--- config.mk ---
export PLATFORM = sky130hd
export DESIGN_NAME = pipeline_hazard_ctrl
export DESIGN_NICKNAME = d
export VERILOG_FILES = /design/src/rtl/pipeline_hazard_pkg.sv /design/src/rtl/pipeline_occ_tracker.sv /design/src/rtl/pipeline_hazard_ctrl.sv
export SDC_FILE = /design/constraint.sdc
export NUM_CORES = 1
export LEC_CHECK = 0
export ABC_AREA = 1
export CAP_MARGIN = 10
export CORE_AREA = 4 4 62 86
export CTS_CLUSTER_DIAMETER = 60
export CTS_CLUSTER_SIZE = 12
export DETAILED_ROUTE_END_ITERATION = 8
export DIE_AREA = 0 0 66 90
export GPL_ROUTABILITY_DRIVEN = 0
export HOLD_SLACK_MARGIN = 0.1
export PLACE_DENSITY = 0.93
export SLEW_MARGIN = 20
export SYNTH_ARGS = -nofsm -noshare
export SYNTH_HDL_FRONTEND = slang
export SYNTH_SLANG_ARGS = --single-unit
--- constraint.sdc ---
create_clock -name clk -period 3.4 [get_ports clk]
set_input_delay 0.34 -clock clk [delete_from_list [all_inputs] [get_ports clk]]
set_output_delay 0.34 -clock clk [all_outputs]
set_load 0.01 [all_outputs]
--- src/rtl/pipeline_hazard_pkg.sv ---
// Shared types for the pipeline hazard sequencer: FSM encoding, stage indices, hazard cause codes.
package pipeline_hazard_pkg;

    typedef enum logic [1:0] {
        ST_RUN    = 2'd0,
        ST_DRAIN  = 2'd1,
        ST_HALTED = 2'd2
    } state_e;

    localparam int NUM_STG    = 4;
    localparam int STG_IF_ID  = 0;
    localparam int STG_ID_EX  = 1;
    localparam int STG_EX_MEM = 2;
    localparam int STG_MEM_WB = 3;

    // Which rule currently owns the stall/flush outputs, highest priority first.
    typedef enum logic [2:0] {
        CAUSE_NONE       = 3'd0,
        CAUSE_DMEM_WAIT  = 3'd1,
        CAUSE_REDIRECT   = 3'd2,
        CAUSE_LOAD_USE   = 3'd3,
        CAUSE_FETCH_HOLD = 3'd4
    } cause_e;

    function automatic logic src_hits_rd(input logic uses, input logic [4:0] src,
                                         input logic [4:0] rd);
        return uses && (rd != 5'd0) && (src == rd);
    endfunction

endpackage

--- src/rtl/pipeline_occ_tracker.sv ---
// Per-stage valid bits for IF/ID..MEM/WB, advanced by the same stall/flush vector that drives the stage registers.
module pipeline_occ_tracker
    import pipeline_hazard_pkg::*;
(
    input  logic               clk,
    input  logic               rst_n,
    input  logic               fetch_valid,
    input  logic [NUM_STG-1:0] stall,
    input  logic [NUM_STG-1:0] flush,
    output logic [NUM_STG-1:0] occ,
    output logic               drained
);

    logic [NUM_STG-1:0] upstream;
    logic [NUM_STG-1:0] occ_next;

    assign upstream = {occ[NUM_STG-2:0], fetch_valid};

    always_comb begin
        occ_next = '0;
        for (int i = 0; i < NUM_STG; i++) begin
            if (flush[i])
                occ_next[i] = 1'b0;
            else if (stall[i])
                occ_next[i] = occ[i];
            else
                occ_next[i] = upstream[i];
        end
    end

    // Looks at the next value so the FSM can retire on the same edge the last stage empties.
    assign drained = (occ_next == '0);

    always_ff @(posedge clk or negedge rst_n) begin
        if (!rst_n)
            occ <= '0;
        else
            occ <= occ_next;
    end

endmodule

--- src/rtl/pipeline_hazard_ctrl.sv ---
// Stall/flush sequencer for the 5-stage pipeline with debug halt/drain and dmem timeout detection.
// Optional perf counters are built when HAZARD_PERF_CNT_EN is defined.
module pipeline_hazard_ctrl
    import pipeline_hazard_pkg::*;
#(
    parameter int unsigned DMEM_TIMEOUT = 255,
    parameter int unsigned CNT_W        = 32
) (
    input  logic        clk,
    input  logic        rst_n,
    input  logic [4:0]  id_rs1_addr,
    input  logic [4:0]  id_rs2_addr,
    input  logic        id_uses_rs1,
    input  logic        id_uses_rs2,
    input  logic        ex_mem_read,
    input  logic [4:0]  ex_rd_addr,
    input  logic        mem_redirect,
    input  logic [31:0] mem_redirect_target,
    input  logic        dmem_req,
    input  logic        dmem_ready,
    input  logic        imem_ready,
    input  logic        halt_req,
    input  logic        resume_req,
    output logic        pc_stall,
    output logic        pc_redirect_valid,
    output logic [31:0] pc_redirect_target,
    output logic        if_id_stall,
    output logic        if_id_flush,
    output logic        id_ex_stall,
    output logic        id_ex_flush,
    output logic        ex_mem_stall,
    output logic        ex_mem_flush,
    output logic        mem_wb_stall,
    output logic        mem_wb_flush,
    output logic        halted,
    output logic        bus_err
`ifdef HAZARD_PERF_CNT_EN
    ,
    output logic [CNT_W-1:0] perf_stall_cycles,
    output logic [CNT_W-1:0] perf_flush_events
`endif
);

    // state  | meaning
    // RUN    | normal fetch and issue
    // DRAIN  | fetch held, waiting for all stage registers to empty
    // HALTED | pipeline empty, parked until resume_req

    if (DMEM_TIMEOUT < 1 || DMEM_TIMEOUT > 65535 || CNT_W < 1) begin : g_param_err
        $error("pipeline_hazard_ctrl: DMEM_TIMEOUT must be 1..65535 and CNT_W >= 1");
    end

    localparam logic [15:0] TO_LIM = 16'(DMEM_TIMEOUT);

    state_e             state;
    cause_e             cause;
    logic               dmem_wait;
    logic               load_use;
    logic               fetch_hold;
    logic               drained;
    logic [NUM_STG-1:0] stg_stall;
    logic [NUM_STG-1:0] stg_flush;
    logic [NUM_STG-1:0] occ;
    logic [15:0]        wait_cnt;

    assign dmem_wait  = dmem_req && !dmem_ready;
    assign load_use   = ex_mem_read &&
                        (src_hits_rd(id_uses_rs1, id_rs1_addr, ex_rd_addr) ||
                         src_hits_rd(id_uses_rs2, id_rs2_addr, ex_rd_addr));
    assign fetch_hold = !imem_ready || (state != ST_RUN);

    always_comb begin
        cause             = CAUSE_NONE;
        pc_stall          = 1'b0;
        pc_redirect_valid = 1'b0;
        if_id_stall       = 1'b0;
        if_id_flush       = 1'b0;
        id_ex_stall       = 1'b0;
        id_ex_flush       = 1'b0;
        ex_mem_stall      = 1'b0;
        ex_mem_flush      = 1'b0;
        mem_wb_stall      = 1'b0;
        mem_wb_flush      = 1'b0;
        if (dmem_wait) begin
            cause        = CAUSE_DMEM_WAIT;
            pc_stall     = 1'b1;
            if_id_stall  = 1'b1;
            id_ex_stall  = 1'b1;
            ex_mem_stall = 1'b1;
            mem_wb_flush = 1'b1;
        end else if (mem_redirect) begin
            cause             = CAUSE_REDIRECT;
            pc_redirect_valid = 1'b1;
            if_id_flush       = 1'b1;
            id_ex_flush       = 1'b1;
            ex_mem_flush      = 1'b1;
        end else if (load_use) begin
            cause       = CAUSE_LOAD_USE;
            pc_stall    = 1'b1;
            if_id_stall = 1'b1;
            id_ex_flush = 1'b1;
        end else if (fetch_hold) begin
            cause       = CAUSE_FETCH_HOLD;
            pc_stall    = 1'b1;
            if_id_flush = 1'b1;
        end
    end

    assign pc_redirect_target = mem_redirect_target;

    assign stg_stall[STG_IF_ID]  = if_id_stall;
    assign stg_stall[STG_ID_EX]  = id_ex_stall;
    assign stg_stall[STG_EX_MEM] = ex_mem_stall;
    assign stg_stall[STG_MEM_WB] = mem_wb_stall;
    assign stg_flush[STG_IF_ID]  = if_id_flush;
    assign stg_flush[STG_ID_EX]  = id_ex_flush;
    assign stg_flush[STG_EX_MEM] = ex_mem_flush;
    assign stg_flush[STG_MEM_WB] = mem_wb_flush;

    pipeline_occ_tracker u_occ (
        .clk         (clk),
        .rst_n       (rst_n),
        .fetch_valid (state == ST_RUN && imem_ready),
        .stall       (stg_stall),
        .flush       (stg_flush),
        .occ         (occ),
        .drained     (drained)
    );

    always_ff @(posedge clk or negedge rst_n) begin
        if (!rst_n) begin
            state  <= ST_RUN;
            halted <= 1'b0;
        end else begin
            case (state)
                ST_RUN: begin
                    if (halt_req)
                        state <= ST_DRAIN;
                end
                ST_DRAIN: begin
                    if (drained) begin
                        state  <= ST_HALTED;
                        halted <= 1'b1;
                    end
                end
                ST_HALTED: begin
                    if (resume_req) begin
                        state  <= ST_RUN;
                        halted <= 1'b0;
                    end
                end
                default: begin
                    state  <= ST_RUN;
                    halted <= 1'b0;
                end
            endcase
        end
    end

    // Counter saturates at the limit; bus_err is set on the edge the count reaches it.
    always_ff @(posedge clk or negedge rst_n) begin
        if (!rst_n) begin
            wait_cnt <= 16'd0;
            bus_err  <= 1'b0;
        end else if (dmem_wait) begin
            if (wait_cnt != TO_LIM)
                wait_cnt <= wait_cnt + 16'd1;
            if (wait_cnt == TO_LIM - 16'd1)
                bus_err <= 1'b1;
        end else begin
            wait_cnt <= 16'd0;
        end
    end

`ifdef HAZARD_PERF_CNT_EN
    always_ff @(posedge clk or negedge rst_n) begin
        if (!rst_n) begin
            perf_stall_cycles <= '0;
            perf_flush_events <= '0;
        end else begin
            if (pc_stall)
                perf_stall_cycles <= perf_stall_cycles + CNT_W'(1);
            if (|stg_flush)
                perf_flush_events <= perf_flush_events + CNT_W'(1);
        end
    end
`else
    // Perf counters compiled out; the remaining behaviour is unchanged.
`endif

    a_no_stall_and_flush : assert property (@(posedge clk) disable iff (!rst_n)
        ((stg_stall & stg_flush) == '0) && !(pc_stall && pc_redirect_valid));
    a_redirect_cause : assert property (@(posedge clk) disable iff (!rst_n)
        pc_redirect_valid |-> (cause == CAUSE_REDIRECT));

endmodule

# Word level (Yosys, flattened, before mapping)
# Index checks and enable logic that the tools add are counted.
# totals
regBits	23
inputBits	58
out_inout_bits	44
# classes
n_addsub	1
n_eq_ne	10
muxes	31
bitwise_logic	1
n_reduce_logical	18
# ops
cell	count
$mux W16	2
$mux W1	24
$add A16 B1 Y16 const B	1
$eq A16 B8 Y1 const B	1
$ne A16 B8 Y1 const B	1
$eq A5 B5 Y1	2
$logic_and A1 B1 Y1	7
$mux W2	3
$ne A2 B2 Y1 const B	3
$pmux W2 S3	1
$reduce_and A3 Y1	2
$reduce_bool A5 Y1	1
$logic_not A4 Y1	1
$pmux W1 S3	1
$eq A2 B1 Y1 const B	1
$eq A2 B2 Y1 const B	1
$logic_not A1 Y1	2
$logic_not A2 Y1	1
$logic_or A1 B1 Y1	2
$ne A2 B1 Y1 const B	1
$reduce_and A2 Y1	1
$reduce_bool A2 Y1	1
$not A1 Y1	1

# Longest topological paths before layout
# Gate-level depths: netlist of the first run.
# logic_depth
depth_word	13
ltp_mapped	15
depth_no_buf	15

# Cells and area by module
# Synthesis of the first run repeated with hierarchy kept, for this count alone.
# hier_totals
cells_unflattened	261
area_unflattened_um2	1811.7
# by_module_without_submodules
mod	instances	cells_per_inst	area_per_inst_um2	seq_area_each_um2
pipeline_hazard_ctrl	1	227	1569.0	500.5
pipeline_occ_tracker	1	34	242.7	100.1

# Least setup slack after synthesis of the first run
# OpenSTA, ideal clock, no wires.
# synth_path
path_kind	reg2reg
from	register wait_cnt[0]
to	register wait_cnt[14]
arrival_ns	1.346
required_time_ns	3.281
setup_slack_ns	1.934
path_stages_with_launch	11
n_path_buf	0
period_less_slack_ns	1.466
cell_sequence	dfrtp_1 > ha_1 > inv_1 > nor2_4 > inv_2 > nor3_4 > nand2_1 > nor2_2 > nand3_1 > nand2_1 > nor2_1
# synth_via
elab_chain_len	3
elab_cells_between_ends	5
cone_classes	add/sub (1); eq/ne (2); mux (2)
# synth_rtl
element	line_no	source
start: declaration	pipeline_hazard_ctrl.sv:64	logic [15:0] wait_cnt;
start signal: assignment	pipeline_hazard_ctrl.sv:167	wait_cnt <= wait_cnt + 16'd1;
$add A16 B1 Y16	pipeline_hazard_ctrl.sv:167	
$mux W16	pipeline_hazard_ctrl.sv:166	if (wait_cnt != TO_LIM)
$mux W16	pipeline_hazard_ctrl.sv:165	end else if (dmem_wait) begin
# Several ways; a longest one is shown, not always the timed one. The select of a mux whose other input is x is not followed.
# A chain may end at the register's enable or synchronous reset.

# Worst setup path after layout of the first run
# layout_path
from	input port ex_rd_addr[0]
to	output port pc_stall
# layout_via
elab_chain_len	8
elab_cells_between_ends	12
cone_classes	eq/ne (2); mux (3); reduce/logical (7)
# layout_rtl
element	line_no	source
start: declaration	pipeline_hazard_ctrl.sv:16	input logic [4:0] ex_rd_addr,
$reduce_bool A5 Y1	pipeline_hazard_pkg.sv:27	return uses && (rd != 5'd0) && (src == rd);
$logic_and A1 B1 Y1 (2 in a row)	pipeline_hazard_pkg.sv:27	
$logic_or A1 B1 Y1 *	pipeline_hazard_ctrl.sv:68	(src_hits_rd(id_uses_rs1, id_rs1_addr, ex_rd_addr) ||
$logic_and A1 B1 Y1 *	pipeline_hazard_ctrl.sv:67	assign load_use = ex_mem_read &&
$mux W1 *	pipeline_hazard_ctrl.sv:97	end else if (load_use) begin
$mux W1 *	pipeline_hazard_ctrl.sv:91	end else if (mem_redirect) begin
$mux W1 *	pipeline_hazard_ctrl.sv:84	if (dmem_wait) begin
end: declaration	pipeline_hazard_ctrl.sv:24	output logic pc_stall,
# Every way passes the cells marked *; elsewhere a longest branch is shown, timed or not.

==> results of run 1 <==
synthesized netlist by cell type (all sizes together):
| library cell | number | area, µm² |
|---|---|---|
| nand2 | 57 | 241.5 |
| dfrtp | 23 | 575.6 |
| o31ai | 1 | 7.510 |
| o21ai | 10 | 53.80 |
| nand3 | 16 | 90.09 |
| clkinv | 1 | 3.750 |
| buf | 38 | 280.3 |
| nor4 | 2 | 33.78 |
| nor3 | 4 | 36.29 |
| a211oi | 3 | 27.52 |
| a21oi | 7 | 42.54 |
| ha | 2 | 25.02 |
| a31o | 1 | 8.760 |
| conb | 1 | 3.750 |
| xor2 | 2 | 17.52 |
| inv | 44 | 165.2 |
| nor2 | 25 | 123.9 |
| nor3b | 2 | 25.02 |
| o21a | 1 | 7.510 |
| xnor2 | 1 | 8.760 |
| o22ai | 1 | 6.260 |
| a31oi | 4 | 25.02 |
| nand4 | 6 | 37.54 |
kinds of logic after synthesis:
family | count (synthesis)
compound gates | 28
xor+xnor | 3
fa+ha+maj | 2
buf+inv | 83
flops | 23
other cells | 1
simple gates | 112
per-layer routing:
layer  up-vias  GRT usage
li1        766          -
met1       704     0.1243
met2        49     0.2402
met3        15    0.03616
met4         0    0.06780
met5         -          0
worst max path at each step:
stage	cells after the start	startpoint	endpoint	slack, ns
2_1_floorplan	10	wait_cnt[0]	wait_cnt[14]	1.93
3_3_place_gp	12	ex_rd_addr[1]	pc_stall	0.91
3_5_place_dp	12	ex_rd_addr[1]	pc_stall	0.85
4_1_cts	12	ex_rd_addr[1]	pc_stall	0.86
5_1_grt	12	ex_rd_addr[1]	pc_stall	0.67
6_report	12	ex_rd_addr[0]	pc_stall	0.88
critical path: stages:
cell	delay (ns)
clkdlybuf4s50_1	0.53
inv_2	0.06
nand2_1	0.06
nand2_1	0.05
nor2_1	0.09
nand3_1	0.07
nand2_1	0.10
nand2_1	0.07
nand2_1	0.08
inv_1	0.06
a31oi_1	0.12
clkdlybuf4s50_1	0.55
sequential cells by signal (all words and copies together), names as in the netlist:
signal and flops:
u_occ.occ 3, wait_cnt 16, halted 1, bus_err 1, state 2
per-stage QoR:
step                instance area, µm²  power (mW)  cells  hold slack [ns]
floorplan                         1847      0.4687    252          0.04441
global placement                  2012      0.5127    313           0.4520
detailed placement                2012      0.5191    313           0.4712
CTS                               2058      0.6875    317           0.4894
global route                      2063      0.7278    318           0.5118
finish                            2063      0.6778    318           0.4844
power by group through the flow:
stage               combinational, mW  clock, mW  sequential (mW)
CTS                             0.199      0.173            0.316
detailed placement              0.199          0            0.320
floorplan                       0.149          0            0.319
global route                    0.222      0.187            0.320
finish                          0.195      0.167            0.316
global placement                0.192          0            0.321
cells in the final DEF (no fill, tap or decap), types with 3 or more instances in the layout:
master,n
nand2_1,50
clkdlybuf4s50_1,35
inv_1,33
dfrtp_1,23
nor2_1,19
nand3_1,14
inv_2,11
nand4_1,6
o21ai_0,5
nand2_2,5
a21oi_1,5
o21ai_1,4
a31oi_1,4
nor2_4,3
nor2_2,3
clkbuf_8,3
layout make-up:
type | count | area (µm²)
fill | 424 | 2472
inverter | 45 | 168.9
multi-input combinational | 146 | 822.0
clock inverter | 1 | 5.005
sequential | 23 | 575.6
tap | 62 | 77.57
timing repair buffer | 38 | 372.9
clock buffer | 3 | 41.29
==> qor.yml, run 1 <==
logic_synthesis:
  yosys.area_share.adder: 0.01355
  yosysWarnings: 0
  synthSimpleGateAreaFrac: 0.3184
  synth_xor_area_frac: 0.01423
  seq_area_frac_synth: 0.3117
  syn_area_mm2: 0.001847
  muxShareOfSynthArea: 0
  ys_ff_latch: 23
  synth_top_family_by_area: "simple AND/OR/NAND/NOR gates"
  synth_area_per_cell_um2: 7.328
  syn_nets: 312
  synth_cells: 252
  ys_types: 37
  synth-compound-area-share: 0.09688
pwr:
  power.share.clock: 0.246
  p_switching_uw: 203.1
  p_leak_nw: 0.9721
  pwr-share-seq: 0.466
  p_int_uw: 474.8
  p_sw_frac: 0.2996
  ir_drop_mv: 0.2633
  power_frac_comb: 0.288
  power_density_mw_per_mm2: 328.5
place:
  numPortBuffers: 36
  hpwl_um: 3031
  dp_slack_ns: 0.8545
detailed_routing:
  top_layer: "met4"
  viasPerCell: 4.824
  met2_length_um: 1945
  drc: 0
  wl_met3_um: 287
  met1_length_um: 1337
  drtAntennaViolNets: 0
  wl_per_cell_um: 11.50
  vias: 1534
  wirelength_um: 3657
  dr.first_iter.drc_count: 44
  dr.pass1.iters: 4
final_layout:
  diodes: 0
  syn_to_final_growth_pct: 11.72
  final_net_count: 317
  drive_gt1_frac: 0.1680
  final_util: 0.4549
critical_path:
  worst-path-max-fanout: 3
  timing.rr.start: "wait_cnt[0]"
  startpoint_type: "primary input"
  required_ns: 3.06
  r2r_cells: 10
  worst-setup-path-type: "in -> out"
  end_kind: "output pin"
  r2r_end: "wait_cnt[14]"
  r2r_slack_ns: 1.69
  cp.arrival_ns: 2.18
grt:
  gr-total-overflow: 0
  grt_usage: 0.1297
  grt_antenna_before_repair: 0
  grt_max_degree: 24
  grt_pass1_vias: 1566
  grt_pass1_wl_um: 6251
run_status:
  status: "finished clean"
timing:
  fmax_mhz: 397.5
  slew_viol_final: 0
  period_needed_ns: 2.516
  fin_skew_ns: 0.0008735
  rsz0062_at_grt: "false"
  period_share: 0.7400
  hold_viol: 0
  tns_ns: 0
  setup_ws_ns: 0.8841
  setup_violations: 0
die:
  std_cell_rows: 29
  die_area_mm2: 0.005940
  die_h_um: 90
  io_pins: 102
  initial_utilization: 0.4072
  die_w_um: 66
  fp.coreArea_mm2: 0.004536
clock_network:
  cts_resized: 0
  clk_pin_slew_ns: 0.08
  cts_setup_buffers: 0
  cts_buffers: 3
  holdBufCountCts: 0
  insertion_delay_ns: 0.26
  cts_tree: "yes"
  cts_buffer_depth: 2
  cts_htree_levels: 1
  clockRootBuffer: "clkbuf_8"
  cts_sinks: 23
min_path:
  hold_path.startpoint: "bus_err"
  hp-class: "reg -> reg"
  hold-path-cell-count: 1
  min_to: "bus_err"
run:
  maxCapViolCount: 0
No activity file was read; power rests on OpenSTA's default activity.
==> run 2, diff against run 1 <==
CORE_AREA = 4 4 64 89   (was 4 4 62 86)
DIE_AREA = 0 0 68 93   (was 0 0 66 90)
PLACE_DENSITY = 0.88   (was 0.93)
clock period = 2.6 ns   (was 3.4 ns; I/O delays follow)
==> run 2 against run 1 <==
Net effect:
- power increased by 32%
- clock skew hardly changed
- critical endpoint unchanged
- setup slack got worse by 0.69 ns
- die area grew 6.5%
- clock power increased by 35%
==> qor.yml, run 2 (same netlist as run 1, synthesis figures left out) <==
run_status:
  status: "finished clean"
final_layout:
  top_regs: "wait_cnt: 16 flops, u_occ.occ: 3 flops, state: 2 flops"
  largest_reg_flops: 16
  num-fill-cells: 494
  multiInputGateArea_um2: 822.0
  register_area_um2: 575.6
  syn_to_final_growth_pct: 11.99
  drive_gt1_frac: 0.1680
  final_net_count: 317
  diodes: 0
  largest-register: "wait_cnt"
  layout_commonest_cell: "nand2_1"
  layout_common_cells: "50 x nand2_1, 36 x clkdlybuf4s50_1, 33 x inv_1"
critical_path:
  cp_slowest_cell: "clkdlybuf4s50_1"
  worst-path-max-fanout: 4
  worst_path_most_repeated_cell: "nand2_1"
  critical_path_buf_inv_count: 4
  slowest_delay_ns: 0.57
  startpoint_type: "primary input"
  critical_path.startpoint: "ex_rd_addr[4]"
  required_ns: 2.34
  timing.rr.start: "wait_cnt[0]"
  path_delay_family: "buffers and inverters"
  cp_cell_sequence: "clkdlybuf4s50_1, inv_2, nand2_1, nand2_1, nor2_1, nand3_1, nand2_1, nand2_1, nand2_1, inv_1, a31oi_1, clkdlybuf4s50_1"
  cp.arrival_ns: 2.14
  end_kind: "output pin"
  worst-setup-path-type: "in -> out"
detailed_routing:
  met1_length_um: 1354
  wl_per_cell_um: 11.42
  drc: 0
  viasPerCell: 4.775
  vias: 1528
  wl_met3_um: 294
  met2_length_um: 1908
  wirelength_um: 3653
  dr.first_iter.drc_count: 23
  drtAntennaViolNets: 0
  top_layer: "met4"
  dr.pass1.iters: 4
clock_network:
  insertion_delay_ns: 0.27
  cts_tree: "yes"
  cts_resized: 0
  cts_setup_buffers: 0
  cts_buffers: 3
  cts_buffer_depth: 2
  cts_sinks: 23
  clk_pin_slew_ns: 0.08
  clockRootBuffer: "clkbuf_8"
  holdBufCountCts: 0
  cts_htree_levels: 1
die:
  fp.coreArea_mm2: 0.004880
  die_w_um: 68
  die_h_um: 93
  initial_utilization: 0.3785
  die_area_mm2: 0.006324
  io_pins: 102
  std_cell_rows: 30
grt:
  grt_pass1_wl_um: 6175
  grt_max_degree: 24
  gr-total-overflow: 0
  grt_antenna_before_repair: 0
  grt_pass1_vias: 1525
  grt_usage: 0.1255
timing:
  slew_viol_final: 0
  period_share: 0.9234
  setup_violations: 0
  fmax_mhz: 416.5
  fin_skew_ns: 0.0006977
  setup_ws_ns: 0.1991
  rsz0062_at_grt: "false"
  hold_viol: 0
  tns_ns: 0
  period_needed_ns: 2.401
pwr:
  p_int_uw: 621.9
  power_frac_comb: 0.285
  power_density_mw_per_mm2: 431.8
  ir_drop_mv: 0.3482
  p_sw_frac: 0.3036
  p_leak_nw: 0.9727
  power.share.clock: 0.254
  p_switching_uw: 271.1
  pwr-share-seq: 0.462
place:
  numPortBuffers: 36
  hpwl_um: 3007
  dp_slack_ns: 0.2031
min_path:
  hp-class: "in -> async"
run:
  maxCapViolCount: 0
## run 2: worst reg2reg max path: cells and delay by family (launching register included)
family	cells	cell delay (ns)
and+or+nand+nor	7	0.77
buffers and inverters	2	0.14
DFF	1	0.41
adders and majority gates	1	0.20
## run 2: final cells by class
cell class,count,area share
timing repair buffer,38,0.1815
inverter,45,0.08167
multi-input combinational,146,0.3975
clock buffer,3,0.01996
tap,64,0.03872
sequential,23,0.2783
clock inverter,1,0.002420
## run 2: worst paths after layout
check	to	slack, ns	cells past startpoint
max in group asynchronous	wait_cnt[11]	2.03	2
worst max-delay path	pc_stall	0.20	12
worst min register to register	bus_err	0.48	1
worst max register to register	wait_cnt[14]	0.98	10
worst min-delay path	wait_cnt[2]	0.34	2
min in group clk	bus_err	0.48	1
## run 2: layer usage
| layer | GRT usage | vias to the layer above |
|---|---|---|
| met5 | 0 | - |
| met4 | 0.06136 | 0 |
| li1 | - | 767 |
| met1 | 0.1233 | 699 |
| met2 | 0.2269 | 47 |
| met3 | 0.03966 | 15 |
## run 2: metrics by stage
stage / cells / power (mW) / utilization / cell area (µm²) / hold WS (ns)
after floorplan: 252 / 0.6129 / - / 1847 / -0.03559
after global placement: 316 / 0.6721 / 0.4144 / 2022 / 0.4584
after detailed placement: 316 / 0.6785 / 0.4144 / 2022 / 0.4694
after CTS: 320 / 0.9030 / 0.4238 / 2068 / 0.3535
after global routing: 320 / 0.9458 / 0.4238 / 2068 / 0.3687
final: 320 / 0.8930 / 0.4238 / 2068 / 0.3430
## run 2: power groups by stage
| stage | Combinational, mW | Sequential, mW | Clock, mW |
|---|---|---|---|
| after floorplan | 0.195 | 0.418 | 0 |
| after global placement | 0.253 | 0.419 | 0 |
| after detailed placement | 0.258 | 0.420 | 0 |
| after CTS | 0.259 | 0.413 | 0.231 |
| after global routing | 0.285 | 0.416 | 0.245 |
| final | 0.254 | 0.412 | 0.226 |
